## src/rtl/drum_mac_acc.sv

```systemverilog
// drum_mac_acc: block accumulator for DRUMk_M_N_s products; define DRUM_MAC_ACC_SAT_EN for saturating adds
module drum_mac_acc #(
    parameter int N     = 16,
    parameter int M     = 16,
    parameter int LEN   = 8,
    parameter int ACC_W = 32
) (
    input  logic             clk,
    input  logic             rst_n,
    input  logic             in_valid,
    output logic             in_ready,
    input  logic [N+M-1:0]   in_prod,
    input  logic             clr,
    output logic             out_valid,
    input  logic             out_ready,
    output logic [ACC_W-1:0] out_sum,
    output logic             out_ovf
);
    localparam int CW = $clog2(LEN);
    localparam logic [CW-1:0] LAST = CW'(LEN - 1);

    typedef enum logic {EMPTY, FULL} state_t;

    state_t           state;
    logic [ACC_W-1:0] acc;
    logic [ACC_W-1:0] prod_ext;
    logic [ACC_W-1:0] sum;
    logic [CW-1:0]    cnt;
    logic             sticky;
    logic             clamp;
    logic             in_hs;
    logic             last;

    assign prod_ext  = ACC_W'($signed(in_prod));
    assign out_valid = state == FULL;
    assign in_ready  = clr | (state == EMPTY) | out_ready | (cnt != LAST);
    assign in_hs     = in_valid & in_ready & ~clr;
    assign last      = in_hs & (cnt == LAST);

`ifdef DRUM_MAC_ACC_SAT_EN
    logic [ACC_W:0] wide;
    assign wide  = {acc[ACC_W-1], acc} + {prod_ext[ACC_W-1], prod_ext};
    assign clamp = wide[ACC_W] ^ wide[ACC_W-1];
    assign sum   = clamp ? {wide[ACC_W], {(ACC_W-1){~wide[ACC_W]}}} : wide[ACC_W-1:0];
`else
    assign clamp = 1'b0;
    assign sum   = acc + prod_ext;
`endif

    // running accumulator and product count; clr and block completion both restart
    always_ff @(posedge clk or negedge rst_n) begin
        if (!rst_n) begin
            acc    <= '0;
            cnt    <= '0;
            sticky <= 1'b0;
        end else if (clr || last) begin
            acc    <= '0;
            cnt    <= '0;
            sticky <= 1'b0;
        end else if (in_hs) begin
            acc    <= sum;
            cnt    <= cnt + 1'b1;
            sticky <= sticky | clamp;
        end
    end

    // output holding register: load on block completion, drain on consumer handshake
    always_ff @(posedge clk or negedge rst_n) begin
        if (!rst_n) begin
            state   <= EMPTY;
            out_sum <= '0;
            out_ovf <= 1'b0;
        end else if (last) begin
            state   <= FULL;
            out_sum <= sum;
            out_ovf <= sticky | clamp;
        end else if (state == FULL && out_ready) begin
            state   <= EMPTY;
        end
    end
endmodule

```

## config.mk

```make
export PLATFORM = sky130hd
export DESIGN_NAME = drum_mac_acc
export DESIGN_NICKNAME = d
export VERILOG_FILES = /design/src/rtl/drum_mac_acc.sv
export SDC_FILE = /design/constraint.sdc
export NUM_CORES = 1
export LEC_CHECK = 0
export BUFFER_PORTS_ARGS = -buffer_cell sky130_fd_sc_hd__buf_2
export CELL_PAD_IN_SITES_DETAIL_PLACEMENT = 1
export CELL_PAD_IN_SITES_GLOBAL_PLACEMENT = 1
export CORE_MARGIN = 1.5
export CORE_UTILIZATION = 47
export DETAILED_ROUTE_END_ITERATION = 10
export GPL_TIMING_DRIVEN = 0
export HOLD_SLACK_MARGIN = 0.03
export PLACE_DENSITY_LB_ADDON = 0.2
export SYNTH_ARGS = -nofsm -noshare
export SYNTH_HDL_FRONTEND = slang
export SYNTH_SLANG_ARGS = --single-unit
```

## constraint.sdc

```tcl
create_clock -name clk -period 4.5 [get_ports clk]
set_input_delay 0.9 -clock clk [delete_from_list [all_inputs] [get_ports clk]]
set_output_delay 0.9 -clock clk [all_outputs]
set_load 0.005 [all_outputs]
```

### Yosys cells after proc, flatten, opt, wreduce, memory -nomap -nowiden

Cells that the tools add are included.
W data, S select, Z words.

| word-level totals | value |
|---|---|
| input bits | 37 |
| flip-flop bits (word level) | 68 |
| output and inout bits | 35 |
| logic and storage cells | 26 |

| cells by class | value |
|---|---|
| reductions and logical operators | 4 |
| equality and inequality tests | 2 |
| add/subtract/negate cells | 2 |
| mux-type cells | 6 |
| bitwise gates (word level) | 8 |

Operator list:

| operator | number |
|---|---|
| $mux W32 | 2 |
| $add A32 B32 Y32 | 1 |
| $mux W3 | 2 |
| $reduce_bool A2 Y1 | 2 |
| $add A3 B1 Y3 const B | 1 |
| $and A1 B1 Y1 | 3 |
| $eq A3 B3 Y1 const B | 1 |
| $ne A3 B3 Y1 const B | 1 |
| $or A1 B1 Y1 | 3 |
| $mux W1 | 2 |
| $not A1 Y1 | 2 |
| $logic_and A1 B1 Y1 | 1 |
| $logic_or A1 B1 Y1 | 1 |

### Depth between registers and ports, before layout

Gate-level depths: netlist of the first run.

| depth | value |
|---|---|
| depth after elaboration | 9 |
| gate-level depth with buffers | 10 |
| gate-level depth less buffers | 10 |

### Worst setup path before layout of the first run

No wires, ideal clock.

| timing path | value |
|---|---|
| path kind | input to register |
| start point | in in_prod[0] |
| end point | reg out_sum[30] |
| setup slack | 1235 ps |
| arrival time | 3141 ps |
| setup time | 125 ps |
| data required time | 4375 ps |
| stages on the path | 10 |
| path buffers | 0 |
| cells stage by stage | ha_1 > fa_1 > a211o_1 > a221oi_2 > o21ai_0 > o21ai_1 > o211ai_1 > o221ai_1 > xnor2_1 > mux2_2 |

| on the way | value |
|---|---|
| word-level cells in the longest chain between the ends | 1 |

RTL lines:

| element | RTL line | text |
|---|---|---|
| start: declaration | 12 | `input logic [N+M-1:0] in_prod,` |
| $add A32 B32 Y32 | 47 | `assign sum = acc + prod_ext;` |
| end signal: assignment | 75 | `out_sum <= sum;` |
| end: declaration | 16 | `output logic [ACC_W-1:0] out_sum,` |

No other way between the ends.
A chain may end at the register's enable or synchronous reset.

### Worst setup path after layout of the first run

Same ends and word-level chain as after synthesis.

==> reports/metrics.yaml, run 1 <==
finalMaxSlewViolations: 0
r2r_slack_ps: 1240
critical_path_class: "in2reg"
detail-route-antenna-nets: 0
hold_path_class: "reg2reg"
ir_worst_vdd_mv: 0.170
synth_edf_count: 0
synthAdderAreaFrac: 0.103
r2r-end: "out_sum[30]"
hold_start: "out_sum[3]"
first_iter_violations: 151
routed_wl_mm: 12.1
critPathTopFamily: "compound AO/OA/AOI/OAI gates"
start_util: 0.484
synth-main-ff-cell: "dfrtp_1"
synthMuxAreaShare: 0.0293
cts_tree: "built"
synth_cell_types: 56
gr-usage-all-layers: 0.267
tightestPinTransition_ps: 900
post_cts_buffers: 0
hold_viol_final: 0
cp_max_fo: 3
required_ps: 4760
setup_viol: 0
synth.area.top_cells: "dfrtp_1 (40%), ha_1 (9.8%), nand2_1 (7.2%)"
end_kind: "flip-flop"
antenna_found_initial: 0
nets: 602
ys_ff_latch: 68
outcome: "finished clean"
p_leak_uw: 0.00260
rows: 34
finalNonFillerCells: 644
syn-cell-area_um2: 4220
yosysSeqAreaShare: 0.403
cts.hold.buffers_added: 0
critPathBufInv: 1
ff2ff_path_depth: 10
grt_pass1_wl_mm: 20.3
synth-xor-area-share: 0.0601
htreeDepth: 3
dr.pass1.iters: 4
num_io_pins: 72
rsz0062_at_grt: "no"
insertion_delay_ps: 360
finalSetupTns_ps: 0
gp_congestion: 0.897
wl_per_cell_um: 18.8
root_buffer: "clkbuf_8"
min_period_ps: 3510
syn_to_final_growth_pct: 17.5
vias: 3738
synthSimpleGateAreaFrac: 0.150
slowest_delay_ps: 430
cp-start-kind: "input port"
dieHeight_um: 97.8
cts_sinks: 68
hpwl_mm: 8.69
skew_ps: 12.8
maxCapViolCount: 0
grt_pass1_vias: 4088
r2r-start: "acc[0]"
synth-compound-area-share: 0.227
layout_worst_path_cycle_share: 0.780
synth_nets: 521
cts_buffer_depth: 2
synthArstFlopShare: 1.00
synth_top_family_by_area: "compound AO/OA/AOI/OAI gates"
cts_buffers: 9
slowest_stage: "fa_1"
crit_arrival_ps: 3770
remaining_drc_errors: 0
grt_start_max_net_pins: 69
io_buffers: 70
min_path_cells: 2
clkTransAtPathRegs_ps: 80
die_x_um: 97.8
core_area_um2: 8720
synth_top_area_cell: "dfrtp_1"
post-place-cells: 628
via_per_inst: 5.80
synthDominantCellAreaShare: 0.403
grt_overflow: 0
clock.fmax_mhz: 285
num_antenna_cells: 0
ctsResizeCount: 0
p_per_area_nw_per_um2: 394
synthesis.instances: 450
worstPathCellList: "buf_2, ha_1, fa_1, a211o_1, a221oi_2, o21ai_0, o21ai_1, o211ai_1, o221ai_1, xnor2_1, mux2_2"
max_slew_margin: 0.400
path_depth: 11
yosys_warnings: 0
die_area_um2: 9560
synth.avg_cell_area_um2: 9.38
drive_gt1_frac: 0.205
hold_path_end: "out_sum[3]"
-- cell usage in the layout, fill, tap and decap left out, types with 2 or more instances in the layout --
cell,n
nand3_1,8
or4b_2,2
buf_4,2
mux2_2,11
xnor2_1,19
o211ai_1,5
buf_2,70
a21o_1,11
ha_1,33
clkbuf_1,19
and3_1,2
inv_1,7
a22o_1,27
nand4_1,3
nor2_1,22
dfrtp_1,68
a21oi_1,31
o221ai_1,2
clkbuf_8,10
bufinv_16,3
nand2b_1,6
or3_1,3
o31ai_1,4
nor3_1,3
o21a_1,5
a211o_1,4
a31oi_1,6
nand2_1,81
or3b_2,2
xor2_1,10
o21ai_0,24
a21boi_0,2
nor2b_1,3
-- Yosys cell counts (all sizes together) (7+ instances only) --
cell and count:
nand2 81, dfrtp 68, ha 33, a21oi 31, a22o 28, o21ai 25, nor2 22, clkbuf 19
xnor2 19, a21o 11, mux2 11, xor2 10, nand3 8, inv 7
-- logic make-up after synthesis --
logic type      after synthesis
buf+inv                      29
fa+ha+maj                    34
simple gates                141
other cells                   1
compound gates              137
flops                        68
xor+xnor                     29
mux                          11
-- worst max-delay path by stage --
stage,from,to,slack [ps]
finish,in_prod[0],out_sum[30],990
floorplan,in_prod[0],out_sum[30],1230
global route,in_prod[0],out_sum[30],860
global placement,in_prod[0],out_sum[30],720
detailed placement,in_prod[0],out_sum[30],660
CTS,in_prod[0],out_sum[30],1000
-- area by class of cell --
cell class,count,area (um^2)
Buffer,22,87.6
Clock buffer,10,138
Clock inverter,6,111
Fill cell,1051,3760
Inverter,7,26.3
Multi-Input combinational cell,353,2410
Sequential cell,68,1700
Tap cell,108,135
Timing Repair Buffer,70,353
-- power by group --
part / switching [uW] / total, uW / internal [uW]
Clock: 259 / 643 / 383
Combinational: 373 / 622 / 249
Sequential: 30.3 / 689 / 659
-- layer usage --
metal | GRT usage | up-vias | part of all wire
li1 | - | 1783 | -
met1 | 0.340 | 1839 | 0.44
met2 | 0.457 | 91 | 0.50
met3 | 0.0451 | 25 | 0.043
met4 | 0.102 | 0 | 0.023
met5 | 0 | - | 0
-- worst register-to-register path: cells and delay by family, from the launching register on --
kind | cells | cell delay [ps]
AOI/OAI and AO/OA | 6 | 1710
adders and majority gates | 2 | 650
DFF | 1 | 390
muxes | 1 | 280
xor gates and xnor gates | 1 | 140
-- registers in the layout, summed over array words and instances, names as in the netlist --
name       count
out_valid      1
acc           32
out_sum       32
cnt            3
-- stage by stage --
stage | utilization | hold slack, ps | instance area [um^2] | total power [uW] | setup slack, ps
3_5_place_dp | 0.540 | 458 | 4710 | 1310 | 659
2_1_floorplan | - | 454 | 4220 | 1150 | 1230
3_3_place_gp | 0.540 | 451 | 4710 | 1270 | 717
5_1_grt | 0.569 | 500 | 4960 | 2070 | 864
6_report | 0.569 | 469 | 4960 | 1950 | 990
4_1_cts | 0.569 | 477 | 4960 | 1960 | 1000
No activity file was read; power rests on OpenSTA's default activity.
==> inputs of run 2 (changes only) <==
--- a/config.mk
+++ b/config.mk
@@ -5,11 +5,12 @@
 export SDC_FILE = /design/constraint.sdc
 export NUM_CORES = 1
 export LEC_CHECK = 0
+export ABC_AREA = 1
 export BUFFER_PORTS_ARGS = -buffer_cell sky130_fd_sc_hd__buf_2
 export CELL_PAD_IN_SITES_DETAIL_PLACEMENT = 1
 export CELL_PAD_IN_SITES_GLOBAL_PLACEMENT = 1
 export CORE_MARGIN = 1.5
-export CORE_UTILIZATION = 47
+export CORE_UTILIZATION = 41
 export DETAILED_ROUTE_END_ITERATION = 10
 export GPL_TIMING_DRIVEN = 0
 export HOLD_SLACK_MARGIN = 0.03
==> constraint.sdc (replaced) <==
create_clock -name clk -period 3.7 [get_ports clk]
set_input_delay 0.74 -clock clk [delete_from_list [all_inputs] [get_ports clk]]
set_output_delay 0.74 -clock clk [all_outputs]
set_load 0.005 [all_outputs]
==> reports/metrics.yaml, run 2 <==
drive_gt1_frac: 0.126
yosys_warnings: 0
first_iter_violations: 236
cts_tree: "built"
finalMaxSlewViolations: 0
num_io_pins: 72
detail-route-antenna-nets: 0
synthDominantCellAreaShare: 0.345
worst_slack_ps: 1170
synth_nets: 833
layout_worst_path_cycle_share: 0.684
max_slew_margin: 0.422
grt_start_max_net_pins: 69
fin_hold_ws_ps: 475
synth_cell_types: 28
r2r-start: "acc[0]"
wl_per_cell_um: 15.7
remaining_drc_errors: 0
insertion_delay_ps: 350
finalNonFillerCells: 991
dr.pass1.iters: 4
dieHeight_um: 113
synth.area.top_cells: "dfrtp_1 (34%), nand2_1 (26%), inv_1 (8.7%)"
core_area_um2: 11600
tightestPinTransition_ps: 868
syn_to_final_growth_pct: 16.6
post-place-cells: 975
critPathLaunch: "in_prod[0]"
hold_viol_final: 0
required_ps: 3930
skew_ps: 9.91
crit_end: "acc[28]"
ctsResizeCount: 0
cts_buffers: 9
rsz0062_at_grt: "no"
syn-cell-area_um2: 4940
cts.hold.buffers_added: 0
seq_area_um2: 1700
routed_wl_mm: 15.6
final_common_cell: "nand2_1"
die_area_um2: 12700
nets: 914
top_regs: "acc: 32 flops, out_sum: 32 flops, cnt: 3 flops"
cp-start-kind: "input port"
crit_arrival_ps: 2760
slowest_stage: "fa_1"
slowest_delay_ps: 470
final_core_util: 0.497
p_per_area_nw_per_um2: 433
num_antenna_cells: 0
yosysSeqAreaShare: 0.345
hold_path_class: "in2async"
root_buffer: "clkbuf_16"
ir_worst_vdd_mv: 0.174
synthesis.instances: 762
synthArstFlopShare: 1.00
cp_max_fo: 4
gp_congestion: 0.899
maxCapViolCount: 0
clkTransAtPathRegs_ps: 60
synthTopCellsByCount: "nand2_1 (344), inv_1 (115), dfrtp_1 (68)"
final_cell_mix: "nand2_1 (344), inv_1 (115), buf_2 (78), dfrtp_1 (68), nand3_1 (63)"
start_util: 0.427
r2r_slack_ps: 1260
post_cts_buffers: 0
grt_pass1_wl_mm: 26.3
gr-usage-all-layers: 0.265
synth-main-ff-cell: "dfrtp_1"
r2r-end: "acc[28]"
ys_ff_latch: 68
cts_buffer_depth: 2
htreeDepth: 3
clock.fmax_mhz: 395
end_kind: "flip-flop"
pre_cts_slack_ps: 811
synth_edf_count: 0
via_per_inst: 5.01
multiInputGateArea_um2: 2710
min_period_ps: 2530
synth.most_common_cell: "nand2_1"
outcome: "finished clean"
vias: 4967
p_leak_uw: 0.00358
fill_cells: 1613
cp_common_cell: "nand3_1"
ff2ff_path_depth: 10
die_x_um: 113
worstPathCellList: "buf_2, ha_1, fa_1, nand3_1, nand3_1, nand3_1, nand3_1, nand2_1, nand3_1, nand3_1, nand2_1"
antenna_found_initial: 0
critical_path_class: "in2reg"
hpwl_mm: 12.5
finalSetupTns_ps: 0
synth_top_area_cell: "dfrtp_1"
grt_pass1_vias: 5308
cts_sinks: 68
synth.avg_cell_area_um2: 6.48
setup_viol: 0
grt_overflow: 0
rows: 39
io_buffers: 70
[run 2: changes by cell type after synthesis, moves of 16 or more]
cell | previous run | this run
inv_1 | 7 | 115
nor2_1 | 22 | 41
clkbuf_1 | 19 | 0
nand3_1 | 8 | 63
nand2_1 | 81 | 344
o21ai_1 | 1 | 17
o21ai_0 | 24 | 4
a22o_1 | 27 | 2
[run 2: layout make-up]
class,instances,share of cell area
clock buffers,9,0.0391
plain buffers,14,0.0144
clock inverters,7,0.0104
flip-flops and latches,68,0.296
repair buffers,70,0.0613
inverters,117,0.0763
well taps,143,0.0311
multi-input cells,563,0.472
[run 2: report_power, final]
part	total, uW	switching, uW	leakage [uW]	internal, uW
sequential	834	36.1	0.000926	798
clock	843	380	0.000131	464
combinational	814	554	0.00252	260
[run 2: cells by family (layout without fill, tap and decap cells)]
kind of cell               count (synthesis)  count (layout)  synth area share
AOI/OAI and AO/OA                         49              49            0.0540
xor gates and xnor gates                  15              15            0.0266
adders and majority gates                 34              34            0.0877
buffers and inverters                    131             217             0.106
DFF                                       68              68             0.345
other                                      1               1          0.000760
and+or+nand+nor                          464             464             0.380
[run 2: worst min-delay path by stage]
stage / from / to / slack (ps) / cells past startpoint
6_report: rst_n / out_sum[4] / 480 / 1
3_3_place_gp: out_sum[15] / out_sum[15] / 460 / 2
3_5_place_dp: out_sum[28] / out_sum[28] / 460 / 2
2_1_floorplan: rst_n / acc[0] / 440 / 0
5_1_grt: out_sum[26] / out_sum[26] / 510 / 2
4_1_cts: out_sum[28] / out_sum[28] / 480 / 2
[run 2: worst max-delay path: cells and delay by family]
family | cells | cell delay, ps
fa+ha+maj | 2 | 740
simple gates | 8 | 1180
buf+inv | 1 | 100
[run 2: per-stage QoR]
step,total power [uW],instance area (um^2)
6_report,2490,5750
5_1_grt,2650,5750
4_1_cts,2500,5750
3_5_place_dp,1650,5470
3_3_place_gp,1620,5470
2_1_floorplan,1400,4940
[run 2: metal layers]
metal  share of wire  global-route usage  vias up
met4           0.014              0.0717        0
met1            0.49               0.372     2373
met2            0.46               0.439       78
met3           0.033              0.0289       16
li1                -                   -     2500
met5               0                   0        -
